### config.mk
export PLATFORM = sky130hd
export DESIGN_NAME = key_deb_multi
export DESIGN_NICKNAME = d
export VERILOG_FILES = /design/src/rtl/key_deb_multi.sv
export SDC_FILE = /design/constraint.sdc
export NUM_CORES = 1
export LEC_CHECK = 0
export CAP_MARGIN = 0
export CORE_MARGIN = 8
export CORE_UTILIZATION = 51
export DETAILED_ROUTE_END_ITERATION = 12
export PLACE_DENSITY_LB_ADDON = 0.12
export SYNTH_ARGS = -nofsm -noshare
export SYNTH_HDL_FRONTEND = slang
export SYNTH_SLANG_ARGS = --single-unit
### constraint.sdc
create_clock -name clk -period 2.05 [get_ports clk]
set_input_delay 0.615 -clock clk [delete_from_list [all_inputs] [get_ports clk]]
set_output_delay 0.615 -clock clk [all_outputs]
set_load 0.02 [all_outputs]
### src/rtl/key_deb_multi.sv
// key_deb_multi: multi-channel push-button debouncer.
// Each raw key pin passes through a two-flop synchroniser and is normalised
// so that 1 means "pressed". A shared divided tick samples all channels.
// A channel's debounced level flips only after STABLE_CNT consecutive
// ticks disagree with it. The flip produces a one-clock press or release
// strobe, registered alongside the new level.
module key_deb_multi #(
  parameter int N_KEYS     = 4,
  parameter int TICK_DIV   = 250000,
  parameter int STABLE_CNT = 4,
  parameter bit ACTIVE_LOW = 1'b1
) (
  input  logic              clk,
  input  logic              rst,
  input  logic [N_KEYS-1:0] key_in,
  output logic [N_KEYS-1:0] key_state,
  output logic [N_KEYS-1:0] key_press,
  output logic [N_KEYS-1:0] key_release,
  output logic              key_any
);

  localparam int TW = (TICK_DIV > 1) ? $clog2(TICK_DIV) : 1;
  localparam int CW = $clog2(STABLE_CNT + 1);

  localparam logic [TW-1:0]     TICK_LAST = TW'(TICK_DIV - 1);
  localparam logic [CW-1:0]     CNT_LAST  = CW'(STABLE_CNT - 1);
  // A released key idles at this raw level, so the synchroniser resets to it
  // and never shows a spurious press when reset is released.
  localparam logic [N_KEYS-1:0] IDLE_RAW  = {N_KEYS{ACTIVE_LOW}};

  logic [N_KEYS-1:0] sync1_q, sync2_q;
  logic [N_KEYS-1:0] s;

  logic [TW-1:0]     tick_cnt_q, tick_cnt_d;
  logic              tick;

  logic [CW-1:0]     cnt_q [N_KEYS];
  logic [CW-1:0]     cnt_d [N_KEYS];

  logic [N_KEYS-1:0] state_q, state_d;
  logic [N_KEYS-1:0] press_q, press_d;
  logic [N_KEYS-1:0] release_q, release_d;
  logic              any_q;

  // Two-flop synchroniser for the asynchronous key pins.
  always_ff @(posedge clk or posedge rst) begin
    if (rst) begin
      sync1_q <= IDLE_RAW;
      sync2_q <= IDLE_RAW;
    end else begin
      sync1_q <= key_in;
      sync2_q <= sync1_q;
    end
  end

  assign s = ACTIVE_LOW ? ~sync2_q : sync2_q;

  // Free-running sample divider; the tick is its terminal count.
  always_comb begin
    tick       = (tick_cnt_q == TICK_LAST);
    tick_cnt_d = tick ? '0 : tick_cnt_q + TW'(1);
  end

  // Divider register.
  always_ff @(posedge clk or posedge rst) begin
    if (rst) begin
      tick_cnt_q <= '0;
    end else begin
      tick_cnt_q <= tick_cnt_d;
    end
  end

  // Per-channel qualification: count disagreeing ticks, flip on the last one.
  always_comb begin
    state_d   = state_q;
    press_d   = '0;
    release_d = '0;
    for (int i = 0; i < N_KEYS; i++) begin
      cnt_d[i] = cnt_q[i];
      if (tick) begin
        if (s[i] == state_q[i]) begin
          // Any agreeing sample restarts qualification.
          cnt_d[i] = '0;
        end else if (cnt_q[i] == CNT_LAST) begin
          state_d[i]   = ~state_q[i];
          cnt_d[i]     = '0;
          press_d[i]   = ~state_q[i];
          release_d[i] = state_q[i];
        end else begin
          cnt_d[i] = cnt_q[i] + CW'(1);
        end
      end
    end
  end

  // Per-channel counters, debounced levels and edge strobes.
  always_ff @(posedge clk or posedge rst) begin
    if (rst) begin
      for (int i = 0; i < N_KEYS; i++) begin
        cnt_q[i] <= '0;
      end
      state_q   <= '0;
      press_q   <= '0;
      release_q <= '0;
    end else begin
      for (int i = 0; i < N_KEYS; i++) begin
        cnt_q[i] <= cnt_d[i];
      end
      state_q   <= state_d;
      press_q   <= press_d;
      release_q <= release_d;
    end
  end

  // Registered "any key down" flag, one cycle behind key_state.
  always_ff @(posedge clk or posedge rst) begin
    if (rst) begin
      any_q <= 1'b0;
    end else begin
      any_q <= |state_q;
    end
  end

  assign key_state   = state_q;
  assign key_press   = press_q;
  assign key_release = release_q;
  assign key_any     = any_q;

endmodule

-- Yosys cells after proc, flatten, opt, wreduce, memory -nomap -nowiden
Index checks and enable logic that the tools add are counted.
- $add $sub $neg: 5
- eq/ne operators: 9
- muxes and demuxes: 33
- bitwise gates (word level): 9
- reductions and logical operators: 5
- operators by type and width (cell ; count):
    2-to-1 mux 1 bit ; 24
    2-to-1 mux 3 bit ; 8
    adder 18 x 1 -> 18 bit (second input constant) ; 1
    equality test 18 bit (second input constant) ; 1
    2-to-1 mux 18 bit ; 1
    adder 3 x 1 -> 3 bit (second input constant) ; 4
    equality test 3 x 2 -> 1 bit (second input constant) ; 4
    AND reduction 3 bit ; 4
    NOT 1 bit ; 8
    equality test 1 bit ; 4
    NOT 4 bit ; 1
    OR reduction 4 bit ; 1
- flip-flop bits (word level): 51
- bits of input ports: 6
- output and inout bits: 13
- word-level logic and storage cells: 75

-- Logic depth before layout (Yosys ltp)
- word-level depth: 4
- gate-level depth with buffers: 7

-- Worst setup path before layout
Ideal clock, no wire load.
- path kind: reg2reg
- start: reg tick_cnt_q[4]
- end: reg cnt_q[0] (netlist name)
- arrival time: 1787 ps
- required time: 1925 ps
- slack: 138 ps
- cell stages (with the launch flop): 6
- path buffers: 1
- cells stage by stage: dfrtp_1 > or3b_1 > or3_1 > buf_6 > nor2_8 > mux2_2
- cells in the longest elaborated chain, start to end: 1
- ends and longest elaborated chain (item ; RTL line ; RTL):
    start: declaration ; 34 ; logic [TW-1:0] tick_cnt_q, tick_cnt_d;
    start signal: assignment ; 69 ; tick_cnt_q <= tick_cnt_d;
    equality test 18 bit ; 60 ; tick = (tick_cnt_q == TICK_LAST);
    end signal: indexed assignment ; 107 ; cnt_q[i] <= cnt_d[i];
    end: declaration ; 37 ; logic [CW-1:0] cnt_q [N_KEYS];
No other way between the ends.
A chain may end at the register's enable or synchronous reset.

-- Worst setup path after layout
- start: reg tick_cnt_q[13]
- end: reg press_q[0], in the netlist key_press[0]
- cells in the longest elaborated chain, start to end: 2
- ends and longest elaborated chain (item ; RTL line ; RTL):
    equality test 18 bit ; 60 ;
    2-to-1 mux 1 bit ; 80 ; if (tick) begin
    net press_d[0] ; 41 ; logic [N_KEYS-1:0] press_q, press_d;
    end signal: assignment ; 110 ; press_q <= press_d;
    end: declaration ; 41 ;
The timed path passes the listed nets, and every way through them passes these cells.

==> out/metrics.cfg <==
[sta]
hold_violations=0
tns_ps=0
skew_ps=11.3
setup_violations=0
setup_ws_ps=127
worst_slew_pin_slew_ps=394
whs_ps=359
period_share_pct=93.8
fmax_mhz=520
final-max-slew-violation-count=0
rsz0062_at_grt=no
max_slew_margin_pct=73.5
period_needed_ps=1920

[cells_and_area]
area_growth_pct=16.9
insertedDiodeCount=0
fin_cells=260
seq_area_mm2=0.00129
multi_input_area_um2=852
nNetsFinal=220
num-fill-cells=311
drive_above_1_share_pct=14.8

[setup_path]
cp_data_arrival_time_ps=2120
endpoint_kind=flop
path_max_fanout=13
crit_path_start=tick_cnt_q[13]$_DFF_PP0_
worstSetupStartpointType=flop
rr_worst_depth=4
cp_data_required_time_ps=2250
crit_type=reg2reg
regToRegStartpoint=tick_cnt_q[13]$_DFF_PP0_

[clocking]
htree_num_levels=2
clkSinkCount=51
clk_pin_slew_ps=90
clkLatencyLatePin_ps=300
tritoncts=yes
post_cts.repair.setup_buffers=0
clockRootBuffer=clkbuf_8
cts.path.max_buffers=2
cts_buffers=5
post_cts_resized=1
ctsHoldBuffers=0

[global_route]
gr-max-usage-layer=met2
grt_overflow=0
grt_pass1_vias=1434
grt_usage_pct=13.0
grt_pass1_wl_mm=6.64
use_met2_pct=21.3
use_met3_pct=3.31
antenna_found_initial=0
grt_max_degree=51
use_met1_pct=15.1

[worst_hold_path]
hold_depth=0
min_from=sync1_q[3]$_DFF_PP1_
hold_class=reg2reg

[logic_synthesis]
synth_fp_nets=193
synth_warnings=0
mappedNetlistArea_mm2=0.00218
synth_cells=182
seq_area_frac_synth_pct=59.0
syn-mean-instance-area_um2=12.0
ys_types=33
synth.ff_latch_count=51

[placement]
io_buffers=18
hpwl_mm=2.82
dp.cells=252
place_congestion=0.828
dp_slack_ps=13.8

[floorplanning]
die_x_um=81.4
die_y_um=81.4
initial_utilization_pct=53.7
core.rowCount=23
ioPinCount=19
fp.dieArea_mm2=0.00662
core_area_mm2=0.00406

[run_status]
status=finished clean

[run]
maxCapViolCount=0

[routing]
vias=1441
routed_wl_mm=3.97
avgViaCountPerCell=5.54
drt_iter0_markers=76
wl_per_cell_um=15.3
drc=0
ant_nets=0
first_pass_iters=4

[power]
power_leakage_nw=1.25
powerDensity_mw_per_mm2=653
ir_drop_v=0.000463

[synthesized netlist by cell type]
master,n,area [um^2]
nand3_1,3,15.0
nor3_1,7,35.0
nor2_1,21,78.8
and2_2,2,15.0
or3_1,1,6.26
nor4_1,6,37.5
o21ai_0,7,35.0
o21a_1,4,30.0
and2_1,1,6.26
ha_1,5,62.6
nor4b_1,5,43.8
nor3b_1,1,7.51
and3_1,2,12.5
nand2b_1,1,6.26
or4_1,1,7.51
nand3_2,1,10.0
dfstp_2,8,210
nand2_1,10,37.5
xor2_1,11,96.3
dfrtp_1,43,1080
mux2i_1,1,10.0
or3b_1,1,8.76
nor2b_1,3,18.8
nor2_8,1,20.0
nand2b_4,1,13.8
mux2_2,4,45.0
inv_1,3,11.3
a31oi_1,6,37.5
nand4_1,6,37.5
o31ai_1,1,7.51
and4_1,4,35.0
xnor2_1,8,70.1
buf_6,3,33.8
[final cells by class]
class	count	share of cell area, %
Inverter	3	0.442
Tap cell	50	2.46
Timing Repair Buffer	23	9.43
Clock inverter	1	0.344
Multi-Input combinational cell	125	33.4
Sequential cell	51	50.5
Clock buffer	7	3.39
[cell families (layout without fill, tap and decap cells)]
kind of cell / Yosys count / after routing / synth area share (%)
muxes: 5 / 5 / 2.53
DFF: 51 / 51 / 59.0
buffers and inverters: 6 / 34 / 2.07
xor gates and xnor gates: 19 / 19 / 7.64
adders and majority gates: 5 / 5 / 2.87
and+or+nand+nor: 78 / 78 / 20.8
AOI/OAI and AO/OA: 18 / 18 / 5.05
[worst max-delay path, stage by stage, from the launching register on]
cell and delay (ps):
dfrtp_1 420, or3b_1 390, or3_4 470, nand2b_4 240, nor4b_1 310
[report_power, final]
group / switching (W) / internal (W)
sequential: 0.00000643 / 0.00102
combinational: 0.0000257 / 0.0000162
clock: 0.000319 / 0.000277
total: 0.000351 / 0.00131
[flip-flops by register name, indices dropped and copies added (netlist names)]
name,count
tick_cnt_q,18
cnt_q,12
key_press,4
key_release,4
key_state,4
sync1_q,4
sync2_q,4
key_any,1
[cells in the final DEF, fill, tap and decap left out, types with 2 or more instances in the layout]
cell / n
xnor2_1: 8
nor3_1: 7
nand4_1: 6
nor4b_1: 5
nand2_1: 10
nor4_1: 6
buf_4: 4
xor2_1: 11
dfstp_2: 8
nor2_1: 21
dlymetal6s2s_1: 4
inv_1: 2
nor2b_1: 3
clkdlybuf4s50_1: 14
o21a_1: 4
and2_2: 2
dfrtp_1: 43
mux2_2: 4
and4_1: 4
clkbuf_8: 6
and3_1: 2
ha_1: 5
o21ai_0: 7
a31oi_1: 6
nand3_1: 3
[layer usage]
| metal | vias to the layer above | part of all wire [%] |
|---|---|---|
| met4 | 0 | 2.1 |
| met5 | - | 0 |
| met1 | 717 | 44 |
| met3 | 8 | 3.8 |
| li1 | 694 | - |
| met2 | 22 | 51 |
[through the flow]
| step | instance area [um^2] | total power, W | utilization, % |
|---|---|---|---|
| 2_1_floorplan | 2180 | 0.00107 | - |
| 3_5_place_dp | 2440 | 0.00109 | 60.1 |
| 5_1_grt | 2550 | 0.00173 | 62.8 |
| 4_1_cts | 2540 | 0.00169 | 62.5 |
| 3_3_place_gp | 2440 | 0.00109 | 60.1 |
| 6_report | 2550 | 0.00166 | 62.8 |
[path summary, 6_finish.rpt]
kind                                               end  slack (ps)
min in group asynchronous         sync1_q[0]$_DFF_PP1_         650
worst min-delay path              sync2_q[3]$_DFF_PP1_         360
max in group asynchronous         sync2_q[2]$_DFF_PP1_        1090
worst max-delay path            key_press[0]$_DFF_PP0_         130
worst min register to register    sync2_q[3]$_DFF_PP1_         360
worst max register to register  key_press[0]$_DFF_PP0_         130
No activity file was read; power rests on OpenSTA's default activity.
